==> src/rtl/branch_pkg.sv <==
// branch_pkg: shared FSM states, branch funct3 codes and BHT counter encodings for branch_ctrl.
package branch_pkg;
  typedef enum logic [1:0] {RUN, STALL, REDIRECT} state_e;
  localparam logic [2:0] F3_BEQ  = 3'b000;
  localparam logic [2:0] F3_BNE  = 3'b001;
  localparam logic [2:0] F3_BLT  = 3'b100;
  localparam logic [2:0] F3_BGE  = 3'b101;
  localparam logic [2:0] F3_BLTU = 3'b110;
  localparam logic [2:0] F3_BGEU = 3'b111;
  localparam logic [1:0] BHT_SNT = 2'd0;
  localparam logic [1:0] BHT_WNT = 2'd1;
  localparam logic [1:0] BHT_WT  = 2'd2;
  localparam logic [1:0] BHT_ST  = 2'd3;
endpackage

==> src/rtl/branch_bht.sv <==
// branch_bht: table of 2-bit saturating counters; reads see the value before a same-cycle update.
module branch_bht
  import branch_pkg::*;
#(
  parameter int IDX_W = 6
) (
  input  logic             clk,
  input  logic             rst,
  input  logic [IDX_W-1:0] rd_idx,
  output logic             pred_taken,
  input  logic             we,
  input  logic [IDX_W-1:0] wr_idx,
  input  logic             taken
);
  localparam int N = 2 ** IDX_W;
  logic [1:0] tbl_q [N];
  logic [1:0] tbl_d [N];
  logic [1:0] cur;
  always_comb begin
    tbl_d = tbl_q;
    cur = tbl_q[wr_idx];
    if (we) tbl_d[wr_idx] = taken ? (cur == BHT_ST ? cur : cur + 2'd1) : (cur == BHT_SNT ? cur : cur - 2'd1);
  end
  assign pred_taken = tbl_q[rd_idx][1];
  always_ff @(posedge clk) begin
    if (rst) begin
      for (int i = 0; i < N; i++) tbl_q[i] <= BHT_WNT;
    end else begin
      tbl_q <= tbl_d;
    end
  end
endmodule

==> src/rtl/branch_condition.sv <==
// branch_condition: evaluates a B-type funct3 comparison; undefined funct3 codes never branch.
module branch_condition
  import branch_pkg::*;
#(
  parameter int XLEN = 32
) (
  input  logic [2:0]      funct3,
  input  logic [XLEN-1:0] rs1,
  input  logic [XLEN-1:0] rs2,
  output logic            branch_flag
);
  always_comb begin
    case (funct3)
      F3_BEQ:  branch_flag = rs1 == rs2;
      F3_BNE:  branch_flag = rs1 != rs2;
      F3_BLT:  branch_flag = $signed(rs1) < $signed(rs2);
      F3_BGE:  branch_flag = $signed(rs1) >= $signed(rs2);
      F3_BLTU: branch_flag = rs1 < rs2;
      F3_BGEU: branch_flag = rs1 >= rs2;
      default: branch_flag = 1'b0;
    endcase
  end
endmodule

==> src/rtl/branch_ctrl.sv <==
// branch_ctrl: EX-stage branch/jump resolution with registered redirect/flush, operand-wait stall and stats.
// Define BRANCH_BHT_EN to add the fetch-side bimodal predictor (branch_bht); otherwise if_pred_taken is 0.
module branch_ctrl
  import branch_pkg::*;
#(
  parameter int XLEN      = 32,
  parameter int CNT_W     = 32,
  parameter int STALL_MAX = 4,
  parameter int BHT_IDX_W = 6
) (
  input  logic             clk,
  input  logic             rst,
  input  logic             ex_valid,
  input  logic             ex_is_branch,
  input  logic             ex_is_jal,
  input  logic             ex_is_jalr,
  input  logic [2:0]       ex_funct3,
  input  logic [XLEN-1:0]  ex_rs1,
  input  logic [XLEN-1:0]  ex_rs2,
  input  logic [XLEN-1:0]  ex_pc,
  input  logic [XLEN-1:0]  ex_imm,
  input  logic             ex_opnd_pend,
  input  logic             ex_pred_taken,
  input  logic [XLEN-1:0]  ex_pred_target,
  input  logic [XLEN-1:0]  if_pc,
  output logic             if_pred_taken,
  output logic             stall_o,
  output logic             redirect_valid,
  output logic [XLEN-1:0]  redirect_pc,
  output logic             flush_o,
  output logic             misalign_o,
  output logic             err_o,
  output logic [CNT_W-1:0] branch_cnt,
  output logic [CNT_W-1:0] mispred_cnt
);
  localparam int SC_W = $clog2(STALL_MAX + 1);
  state_e state_q, state_d;
  logic [SC_W-1:0] scnt_q, scnt_d;
  logic err_q, err_d, rv_q, rv_d, fl_q, fl_d, mis_q, mis_d;
  logic [XLEN-1:0] rpc_q, rpc_d;
  logic [CNT_W-1:0] bcnt_q, bcnt_d, mcnt_q, mcnt_d;
  logic ctrl, flag, taken, mispred, misal, resolve;
  logic [XLEN-1:0] target, seq_pc;
  logic unused_if;
  branch_condition #(.XLEN(XLEN)) u_cond (
    .funct3(ex_funct3),
    .rs1(ex_rs1),
    .rs2(ex_rs2),
    .branch_flag(flag)
  );
  always_comb begin
    ctrl = ex_valid & (ex_is_branch | ex_is_jal | ex_is_jalr);
    taken = ex_is_jal | ex_is_jalr | (ex_is_branch & flag);
    target = ex_is_jalr ? (ex_rs1 + ex_imm) & ~XLEN'(1) : ex_pc + ex_imm;
    seq_pc = ex_pc + XLEN'(4);
    mispred = (taken != ex_pred_taken) | (taken & (target != ex_pred_target));
    misal = taken & target[1];
    stall_o = state_q == STALL ? ex_opnd_pend : (state_q == RUN) & ctrl & ex_opnd_pend;
    resolve = (state_q != REDIRECT) & ctrl & ~ex_opnd_pend;
  end
  // the REDIRECT slot holds a wrong-path instruction, so it neither stalls nor resolves
  always_comb begin
    state_d = RUN;
    scnt_d = scnt_q;
    err_d = err_q;
    rv_d = 1'b0;
    fl_d = 1'b0;
    mis_d = 1'b0;
    rpc_d = rpc_q;
    bcnt_d = bcnt_q;
    mcnt_d = mcnt_q;
    if (stall_o) begin
      state_d = STALL;
      scnt_d = state_q != STALL ? SC_W'(1) : scnt_q == SC_W'(STALL_MAX) ? scnt_q : scnt_q + SC_W'(1);
      err_d = err_q | (scnt_d >= SC_W'(STALL_MAX));
    end
    if (resolve) begin
      bcnt_d = bcnt_q + CNT_W'(1);
      rpc_d = taken ? target : seq_pc;
      mis_d = misal;
      rv_d = mispred & ~misal;
      fl_d = rv_d;
      mcnt_d = mcnt_q + CNT_W'(rv_d);
      state_d = rv_d ? REDIRECT : RUN;
    end
  end
  always_ff @(posedge clk) begin
    if (rst) begin
      state_q <= RUN;
      scnt_q <= '0;
      err_q <= 1'b0;
      rv_q <= 1'b0;
      fl_q <= 1'b0;
      mis_q <= 1'b0;
      rpc_q <= '0;
      bcnt_q <= '0;
      mcnt_q <= '0;
    end else begin
      state_q <= state_d;
      scnt_q <= scnt_d;
      err_q <= err_d;
      rv_q <= rv_d;
      fl_q <= fl_d;
      mis_q <= mis_d;
      rpc_q <= rpc_d;
      bcnt_q <= bcnt_d;
      mcnt_q <= mcnt_d;
    end
  end
  assign redirect_valid = rv_q;
  assign redirect_pc = rpc_q;
  assign flush_o = fl_q;
  assign misalign_o = mis_q;
  assign err_o = err_q;
  assign branch_cnt = bcnt_q;
  assign mispred_cnt = mcnt_q;
  assign unused_if = ^if_pc ^ (BHT_IDX_W > 0);
`ifdef BRANCH_BHT_EN
  logic bht_we;
  assign bht_we = resolve & ex_is_branch & ~ex_is_jal & ~ex_is_jalr & ~misal;
  branch_bht #(.IDX_W(BHT_IDX_W)) u_bht (
    .clk(clk),
    .rst(rst),
    .rd_idx(if_pc[BHT_IDX_W+1:2]),
    .pred_taken(if_pred_taken),
    .we(bht_we),
    .wr_idx(ex_pc[BHT_IDX_W+1:2]),
    .taken(taken)
  );
`else
  assign if_pred_taken = 1'b0;
`endif
endmodule

==> config.mk <==
export PLATFORM = sky130hd
export DESIGN_NAME = branch_ctrl
export DESIGN_NICKNAME = d
export VERILOG_FILES = /design/src/rtl/branch_pkg.sv /design/src/rtl/branch_bht.sv /design/src/rtl/branch_condition.sv /design/src/rtl/branch_ctrl.sv
export SDC_FILE = /design/constraint.sdc
export NUM_CORES = 1
export LEC_CHECK = 0
export ABC_AREA = 1
export BUFFER_PORTS_ARGS = -buffer_cell sky130_fd_sc_hd__buf_4
export CORE_ASPECT_RATIO = 1.2
export CORE_MARGIN = 4
export CORE_UTILIZATION = 32
export CTS_CLUSTER_DIAMETER = 30
export DETAILED_ROUTE_END_ITERATION = 10
export SYNTH_ARGS = -nofsm -noshare
export SYNTH_HDL_FRONTEND = slang
export SYNTH_SLANG_ARGS = --single-unit
==> constraint.sdc <==
create_clock -name clk -period 10.7 [get_ports clk]
set_input_delay 0.535 -clock clk [delete_from_list [all_inputs] [get_ports clk]]
set_output_delay 0.535 -clock clk [all_outputs]
set_load 0.02 [all_outputs]
# ---- After elaboration in Yosys (flattened, before gate mapping)
# Index checks and enable logic that the tools add are counted.
dict set report totals {
  reg_bits 104
  out_inout_bits 102
  wordCells 62
}
dict set report op_classes {
  addsub 6
  order_cmp 5
  n_eq_ne 13
  muxes 9
  bitwise 18
  reduce_logical 3
}
# op n
set op_table {}
lappend op_table {{32-bit adder} 2}
lappend op_table {{32-bit >= comparator} 2}
lappend op_table {{32-bit < comparator} 2}
lappend op_table {{32-bit two-way mux} 2}
lappend op_table {{32-bit != test} 2}
lappend op_table {{32-bit by 1-bit adder with 32-bit output} 1}
lappend op_table {{32-bit by 1-bit adder with 32-bit output, second input constant} 1}
lappend op_table {{32-bit by 3-bit adder with 32-bit output, second input constant} 1}
lappend op_table {{32-bit == test} 1}
lappend op_table {{3-bit == test, second input constant} 5}
lappend op_table {{1-bit AND} 9}
lappend op_table {{3-bit two-way mux} 2}
lappend op_table {{1-bit bitwise OR} 6}
lappend op_table {{1-bit one-hot mux with 6 select lines} 1}
lappend op_table {{2-bit two-way mux} 2}
lappend op_table {{3-bit by 1-bit adder with 3-bit output, second input constant} 1}
lappend op_table {{3-bit by 1-bit == test with 1-bit output, second input constant} 1}
lappend op_table {{3-bit >= comparator, second input constant} 1}
lappend op_table {{3-bit logical NOT} 1}
lappend op_table {{1-bit inverter} 3}
lappend op_table {{2-bit by 1-bit == test with 1-bit output, second input constant} 1}
lappend op_table {{2-bit logical NOT} 1}
lappend op_table {{1-bit two-way mux} 2}
lappend op_table {{2-bit by 1-bit != test with 1-bit output, second input constant} 1}
lappend op_table {{other kinds (3)} 3}

# ---- Logic depth before layout (Yosys ltp)
# Gate-level depths: netlist of the first run.
dict set report logic_depth {
  depth_word 9
  ltp_mapped 36
}

# ---- Modules after synthesis
# A second synthesis of the first run with hierarchy kept.
dict set report hier_totals {
  hier_cells 2152
  hier_area_um2 12015.3
}
# module n_inst cells_per_inst area_each_um2 seq_area_each_um2
set by_module_without_submodules {}
lappend by_module_without_submodules {branch_ctrl 1 1986 11040.6 2062.0}
lappend by_module_without_submodules {branch_condition 1 166 974.7 0.0}

# ---- Least setup slack after synthesis of the first run
# Ideal clock, no wire load.
dict set report synth_timing {
  kind {input-to-reg}
  from {input ex_rs2[29]}
  to {register mcnt_q[28], in the netlist mispred_cnt[28]}
  t_arrival_ps 3796
  setup_slack_ps 6772
  path_stages 28
  path_buffers 1
  cell_sequence {inv_1 ha_1 a21oi_1 nor2_1 nor3b_1 nand2_1 nor2_1 nand3_1 nand2_1 inv_1 nor2_1 nand3_1 nand2_2 nand2_2 buf_2 nand3_1 nand2_1 inv_1 ha_1 ha_1 nand2_1 nor2_1 nand3_1 nor4_1 nand2_1 nor4_1 and3_1 nor3_1}
}
dict set report synth_between {
  elab_chain_cells 8
  word_cells_on_any_way 16
  classes_between {add/sub (1); order compare (4); eq/ne (3); mux (1); bitwise (7)}
}
# element line
set synth_lines {}
lappend synth_lines {{from (decl)} branch_ctrl.sv:19} ;# input logic [XLEN-1:0] ex_rs2,
lappend synth_lines {{32-bit >= comparator (tied with other cells)} branch_condition.sv:19} ;# F3_BGEU: branch_flag = rs1 >= rs2;
lappend synth_lines {{1-bit one-hot mux with 6 select lines *} branch_condition.sv:13} ;# case (funct3)
lappend synth_lines {{1-bit AND *} branch_ctrl.sv:53} ;# taken = ex_is_jal | ex_is_jalr | (ex_is_branch & flag);
lappend synth_lines {{1-bit bitwise OR *} branch_ctrl.sv:53}
lappend synth_lines {{1-bit != test (tied with other cells)} branch_ctrl.sv:56} ;# mispred = (taken != ex_pred_taken) | (taken & (target != ex_pred_target));
lappend synth_lines {{1-bit bitwise OR / 1-bit inverter (equally long branches)} {branch_ctrl.sv:56, branch_ctrl.sv:81}}
lappend synth_lines {{1-bit AND *} branch_ctrl.sv:81} ;# rv_d = mispred & ~misal;
lappend synth_lines {{32-bit by 1-bit adder with 32-bit output *} branch_ctrl.sv:83} ;# mcnt_d = mcnt_q + CNT_W'(rv_d);
lappend synth_lines {{to (signal assigned)} branch_ctrl.sv:107} ;# mcnt_q <= mcnt_d;
lappend synth_lines {{to (decl)} branch_ctrl.sv:41} ;# logic [CNT_W-1:0] bcnt_q, bcnt_d, mcnt_q, mcnt_d;
# Every way passes the cells marked *; elsewhere a longest branch is shown, timed or not.
# A chain may end at the register's enable or synchronous reset.

# ---- Worst setup path in the final report of the first run
dict set report layout_timing {
  from {input ex_rs1[31]}
  to {register mcnt_q[28], in the netlist mispred_cnt[28]}
}
dict set report layout_between {
  elab_chain_cells 8
  word_cells_on_any_way 19
  classes_between {add/sub (2); order compare (4); eq/ne (4); mux (2); bitwise (7)}
}
# element line
set layout_lines {}
lappend layout_lines {{from (decl)} branch_ctrl.sv:18} ;# input logic [XLEN-1:0] ex_rs1,
lappend layout_lines {{branches (longest 6 deep; another with 32-bit adder)} --}
lappend layout_lines {{1-bit AND *} branch_ctrl.sv:81}
lappend layout_lines {{32-bit by 1-bit adder with 32-bit output *} branch_ctrl.sv:83}
# Mark *: on every way between the ends.

==> reports/summary.txt, run 1 <==
area leader, netlist: nand2_1
first-pass GRT wire length: 69.9 mm
largest net degree at the start of global routing: 62
setup violators final: 0
Die Wd: 187 um
worst-path fanout max: 61
power per cell area: 86.4 nW/um^2
GPL Wtd Cong: 0.955
Max-Cap Viols: 0
Final nets: 2805
Critical Path Source: ex_rs1[31]
worst setup path class: in2reg
Max Buffers Root-to-Sink: 2
DR pass1 iterations: 6
# hold bufs at CTS: 0
row count: 78
Int Pwr: 0.799 mW
H-tree Lvls: 3
die area: 41500 um^2
Worst Hold Class: in2reg
Rel. slew slack: 32.1%
fin area: 15100 um^2
VDD IR-drop max: 65.8 uV
ANT cells: 0
synthesis-to-layout area growth: 23.4%
Worst-path clk slew: 0.07 ns
GRT Total Usage: 21.0%
Starting Density: 32.4%
Power Total: 1.31 mW
Seq/Total Area, Yosys: 16.8%
Vias: 14400
most frequent cells after synthesis: nand2_1, inv_1, nand3_1, nor2_1, a21oi_1
most common cell in the netlist: nand2_1
# DRC: 0
placed inst area: 14800 um^2
final period utilization: 47.8%
layout cells sized above 1: 13.2%
initial antenna violation count: 0
Slew Viols, Final: 0
Worst Setup End Kind: flop
Post-Syn Nets: 2549
Fmax achieved: 196 MHz
synthesized area per cell: 5.46 um^2
skew final: 0.00851 ns
Synth async-reset ratio: 0%
GR Util met2: 38.9%
Switch Pwr: 0.509 mW
Clk pwr share: 27.8%
Worst path max stage delay: 0.43 ns
Finished Layout Cells: 2986
reg-to-reg startpoint: flush_o$_SDFF_PP0_
Boundary Pins: 305
Synth Cell Area: 12300 um^2
Synth top area share: 23.7%
Leak: 8.26 nW
Skew-Pair Late Insertion Delay: 0.36 ns
Setup WS pre-CTS: 5.09 ns
Via density: 4.82
met3 Usage GRT: 1.96%
GR Layer Usage met1: 25.0%
Seq pwr share: 30.6%
1st-iter DRT viols: 801
synthesized instance count: 2245
busiest grt layer: met2
setup ws final: 5.59 ns
number of flops mapped to enable cells by yosys: 0
Most common cell on crit path: nand2_1
leading post-synthesis cells by cell area: nand2_1, dfxtp_1, inv_1
setup TNS: 0 ns
post-CTS sizing: 0
status: complete, no violations
DR WL/cell: 15.2 um
CP arrival: 5.34 ns
Setup Buffers After CTS: 0
HPWL after DPL: 39.6 mm
CTS root buffer: clkbuf_16
CP max-delay cell: nor4_1
CTS tree: done
hold violation count in the final report: 0
Num CTS Buffers: 9
Die H: 222 um
clock period minus worst slack: 5.11 ns
Worst setup SP type: primary input
synth warn: 0
worst slew pin tran: 1.02 ns
# port buffers: 271
Comb pwr share: 41.5%
Clock Sinks: 103
dpl cells: 2970
CORE AREA: 37900 um^2
routed wire length: 45.5 mm
Synth Register Bits: 103
Worst Path Required: 10.93 ns
vias in the first global route: 13500
switching portion of total power: 38.9%
top_reg_cell synth: dfxtp_1
RSZ-0062 raised after global routing: no
Worst Hold Launch: ex_pc[0]
Final ANT Viol Nets: 0
total gr overflow: 0
Unique masters post-synth: 46
==> state kept, by name, summed over array words and instances (netlist names) <==
name         count
flush_o          1
err_o            1
state_q          1
branch_cnt      32
mispred_cnt     32
redirect_pc     32
scnt_q           3
misalign_o       1
==> worst paths after layout <==
path                                       end  slack (ns)  cells after the start
hold / removal     redirect_pc[0]$_SDFFE_PP0P_        0.44                      3
hold reg to reg   redirect_pc[11]$_SDFFE_PP0P_        0.46                      2
setup / recovery  mispred_cnt[28]$_SDFFE_PP0P_        5.59                     31
setup reg to reg  redirect_pc[27]$_SDFFE_PP0P_        7.95                      7
==> routing by layer <==
layer | vias to the layer above | routed length, um
met5 | - | 0
met4 | 0 | 1650
met3 | 70 | 1940
met2 | 379 | 22800
met1 | 6384 | 19100
li1 | 7566 | -
==> power groups by stage <==
| stage | sequential (mW) | clock, mW | combinational, mW |
|---|---|---|---|
| after floorplan | 0.420 | 0 | 0.333 |
| after global placement | 0.409 | 0 | 0.535 |
| after detailed placement | 0.409 | 0 | 0.542 |
| after CTS | 0.400 | 0.378 | 0.544 |
| after global routing | 0.402 | 0.392 | 0.612 |
| final | 0.400 | 0.364 | 0.543 |
==> metrics by stage <==
stage               util [%]  hold slack, ns
global placement        39.1           0.444
global route            39.9           0.463
floorplan                  -           0.458
finish                  39.9           0.442
CTS                     39.9           0.424
detailed placement      39.1           0.443
==> final cells by class <==
type | count | area [um^2]
clock buffers | 9 | 225
repair buffers | 274 | 2060
well taps | 480 | 601
flip-flops and latches | 103 | 2060
multi-input cells | 1680 | 8450
inverters | 433 | 1630
clock inverters | 7 | 101
fillers | 4195 | 22700
==> critical path: cells and delay by family <==
kind / cells / cell delay (ns)
adder cells (fa/ha/maj): 3 / 0.84
buffers and inverters: 5 / 0.63
AO/OA/AOI/OAI: 1 / 0.06
AND/OR/NAND/NOR: 22 / 3.24
==> cell families (layout without fill, tap and decap cells) <==
family                     Yosys count  count (layout)  share of synthesized area [%]
AOI/OAI and AO/OA                  200             200                           8.64
xor gates and xnor gates            40              40                           2.86
adders and majority gates          101             101                           10.4
buffers and inverters              462             723                           14.3
DFF                                103             103                           16.8
other                                1               1                         0.0306
and+or+nand+nor                   1338            1338                           46.9
==> placed cells by master, fill, tap and decap left out, drive strengths merged <==
cell | netlist | final
nand3 | 219 | 219
o2111ai | 1 | 1
bufinv | 0 | 2
clkinv | 1 | 2
a21boi | 2 | 2
a22o | 1 | 1
or2 | 4 | 4
and3 | 3 | 3
nand3b | 23 | 23
clkbuf | 17 | 9
ha | 99 | 99
a211oi | 1 | 1
nand4 | 37 | 37
nor3 | 43 | 43
xor2 | 26 | 26
a221oi | 1 | 1
xnor2 | 14 | 14
nor2 | 199 | 199
o21a | 6 | 6
buf | 12 | 274
conb | 1 | 1
a21oi | 105 | 105
o21bai | 2 | 2
dfxtp | 103 | 103
nor3b | 10 | 10
fa | 2 | 2
a31oi | 1 | 1
nand2 | 779 | 779
inv | 432 | 435
o21ai | 77 | 77
and2 | 9 | 9
clkinvlp | 0 | 1
nor4 | 12 | 12
a21o | 2 | 2
o211ai | 1 | 1
(Power assumes the default switching activity.)
==> run 2, diff against run 1 <==
--- a/config.mk
+++ b/config.mk
@@ -5,7 +5,7 @@
 export SDC_FILE = /design/constraint.sdc
 export NUM_CORES = 1
 export LEC_CHECK = 0
-export ABC_AREA = 1
+export ABC_AREA = 0
 export BUFFER_PORTS_ARGS = -buffer_cell sky130_fd_sc_hd__buf_4
 export CORE_ASPECT_RATIO = 1.2
 export CORE_MARGIN = 4
==> constraint.sdc (replaced) <==
create_clock -name clk -period 4.2 [get_ports clk]
set_input_delay 0.21 -clock clk [delete_from_list [all_inputs] [get_ports clk]]
set_output_delay 0.21 -clock clk [all_outputs]
set_load 0.02 [all_outputs]
==> run 2 against run 1 <==
  * The flow now finishes with violations (setup timing)
  * Count of clock-buffer cells in the layout stayed put
  * Total power rose to 3.0 times the previous value
  * Worst hold slack got worse by 0.14 ns
  * Sequential power rose to 2.6 times the previous value
  * Sequential cell count is the same
  * Cell area grew 16%
  * Wire length fell by 2.0%
  * Critical path type unchanged
  * Critical endpoint is now mispred_cnt[30]$_SDFFE_PP0P_
  * Highest routed layer unchanged
==> reports/summary.txt, run 2 <==
Fmax achieved: 218 MHz
CTS root buffer: clkbuf_16
first-pass GRT wire length: 67.2 mm (-3.8%)
Unique masters post-synth: 80 (+74%)
skew final: 0.00846 ns (-0.0000476 ns)
worst setup path class: in2reg
failing checks: setup timing
Worst Hold Class: in2reg
most frequent cells after synthesis: nand2_1, a21oi_1, nor2_1, dfxtp_1, ha_1
Clk pwr share: 20.9% (-6.9 points)
final period utilization: 109%
Die Wd: 178 um (-4.8%)
Fill cells: 3286 (-22%)
Worst Setup End Kind: flop
Die H: 212 um (-4.8%)
HPWL after DPL: 37.7 mm (-4.8%)
leading post-synthesis cells by cell area: dfxtp_1, ha_1, xor2_1
Worst Path Required: 4.48 ns (-6.45 ns)
total gr overflow: 0 (unchanged)
number of flops mapped to enable cells by yosys: 0 (unchanged)
Setup WS pre-CTS: -1.33 ns (-6.41 ns)
Slew Viols, Final: 0 (unchanged)
Max Buffers Root-to-Sink: 2 (unchanged)
area leader, netlist: dfxtp_1
Synth async-reset ratio: 0% (unchanged)
Final nets: 2384 (-15%)
setup TNS: -3.10 ns (-3.10 ns)
H-tree Lvls: 3 (unchanged)
most frequent cells in the layout: buf_4, nand2_1, nor2_1
1st-iter DRT viols: 681 (-15%)
Rel. slew slack: 26.4% (-5.7 points)
Synth Register Bits: 103 (unchanged)
CORE AREA: 34100 um^2 (-10%)
top_reg_cell synth: dfxtp_1
Clock Sinks: 103 (unchanged)
vias in the first global route: 12900 (-4.6%)
VDD IR-drop max: 165 uV (+150%)
DR WL/cell: 17.6 um (+15%)
row count: 74 (-5.1%)
Worst setup SP type: primary input
most common cell in the netlist: nand2_1
switching portion of total power: 37.4% (-1.5 points)
# DRC: 0 (unchanged)
synthesis-to-layout area growth: 58.8%
clock period minus worst slack: 4.59 ns
initial antenna violation count: 0 (unchanged)
# hold bufs at CTS: 0 (unchanged)
CP max-delay cell: or3_1
Synth Cell Area: 11100 um^2 (-9.7%)
Comb pwr share: 53.0% (+12 points)
Int Pwr: 2.45 mW (+210%)
Seq pwr share: 26.1% (-4.5 points)
Post-Syn Nets: 1809 (-29%)
Worst-path clk slew: 0.08 ns (about the same)
most common cell after layout, fill and taps aside: buf_4
final hold slack: 0.302 ns (-0.140 ns)
largest net degree at the start of global routing: 104 (+68%)
setup ws final: -0.389 ns (-5.98 ns)
Skew-Pair Late Insertion Delay: 0.35 ns (about the same)
Num CTS Buffers: 9 (unchanged)
Worst path max stage delay: 0.44 ns (about the same)
synthesized instance count: 1505 (-33%)
worst-path fanout max: 5 (-92%)
Power Total: 3.91 mW (+200%)
power per cell area: 223 nW/um^2 (+160%)
DR pass1 iterations: 5 (-1)
Synth top area share: 18.6% (-5.1 points)
synthesized area per cell: 7.35 um^2 (+35%)
Final ANT Viol Nets: 0 (unchanged)
setup violators final: 15 (+15)
# port buffers: 271 (unchanged)
hold violation count in the final report: 0 (unchanged)
CP arrival: 4.87 ns (-0.47 ns)
die area: 37600 um^2 (-9.3%)
GPL Wtd Cong: 1.01 (+5.9%)
Starting Density: 32.5% (+0.11 points)
ANT cells: 0 (unchanged)
Vias: 13300 (-8.0%)
Switch Pwr: 1.46 mW (+190%)
RSZ-0062 raised after global routing: yes
GRT Total Usage: 22.3% (+1.3 points)
synth warn: 0 (unchanged)
Most common cell on crit path: buf_4
Max-Cap Viols: 0 (unchanged)
layout cells sized above 1: 39.4% (+26 points)
Seq/Total Area, Yosys: 18.6% (+1.8 points)
CTS tree: done
Boundary Pins: 305 (unchanged)
status: finished with violations
Leak: 7.80 nW (-5.6%)
routed wire length: 44.6 mm (-2.0%)
worst slew pin tran: 1.10 ns (+0.0870 ns)
Via density: 5.22 (+8.2%)
-- run 2: power by group through the flow --
stage                     Clock, mW  Combinational (mW)  Sequential (mW)
final                         0.817                2.08             1.02
after floorplan                   0               0.942             1.07
after detailed placement          0                1.89             1.05
after global routing          0.881                2.24             1.03
after CTS                     0.841                1.99             1.02
after global placement            0                1.87             1.04
-- run 2: through the flow --
step | cell area (um^2) | cells | utilization [%]
floorplan | 11300 | 1505 | -
global placement | 16200 | 2504 | 47.5
detailed placement | 16200 | 2504 | 47.5
CTS | 17100 | 2535 | 50.3
global route | 17600 | 2541 | 51.6
finish | 17600 | 2541 | 51.6
-- run 2: layer usage --
layer,wire (um),up-vias,GRT usage [%]
li1,-,6599,-
met1,19000,6156,28.2
met3,2430,69,2.00
met4,1370,0,7.71
met5,0,-,0
met2,21800,428,39.7
-- run 2: final timing paths --
kind	to	cells past startpoint	slack, ns	startpoint
setup / recovery	mispred_cnt[30]$_SDFFE_PP0P_	25	-0.39	ex_imm[2]
hold / removal	redirect_pc[0]$_SDFFE_PP0P_	3	0.30	ex_pc[0]
setup reg to reg	branch_cnt[29]$_SDFFE_PP0P_	11	1.71	state_q[0]$_SDFF_PP0_
hold reg to reg	err_o$_SDFFE_PP0P_	2	0.45	err_o$_SDFFE_PP0P_
-- run 2: final cells by class --
cell class / count / area, um^2 / area share (%)
tap: 456 / 571 / 3.25
multi-input combinational: 1262 / 9490 / 54.0
inverter: 63 / 256 / 1.46
clock inverter: 7 / 62.6 / 0.356
timing repair buffer: 641 / 4910 / 27.9
clock buffer: 9 / 225 / 1.28
sequential: 103 / 2060 / 11.7
-- run 2: what timing repair did --
item	4_1_cts	5_1_grt
gates resized for setup	101	72
setup endpoints to repair	28	26
setup buffers	20	8
pin swaps	68	29
-- run 2: worst max-delay path, delay by kind of cell --
family	cells	cell delay (ns)
buffers and inverters	3	0.46
AO/OA/AOI/OAI	6	1.12
adder cells (fa/ha/maj)	3	0.60
AND/OR/NAND/NOR	13	2.46
-- run 2: logic make-up after synthesis --
kind of cell    after synthesis  synth area share, %
fa+ha+maj                   101                 11.6
other cells                   1               0.0339
xor+xnor                    166                 14.3
mux                          18                 1.71
simple gates                582                 25.8
buf+inv                     140                 5.22
compound gates              394                 22.8
flops                       103                 18.6
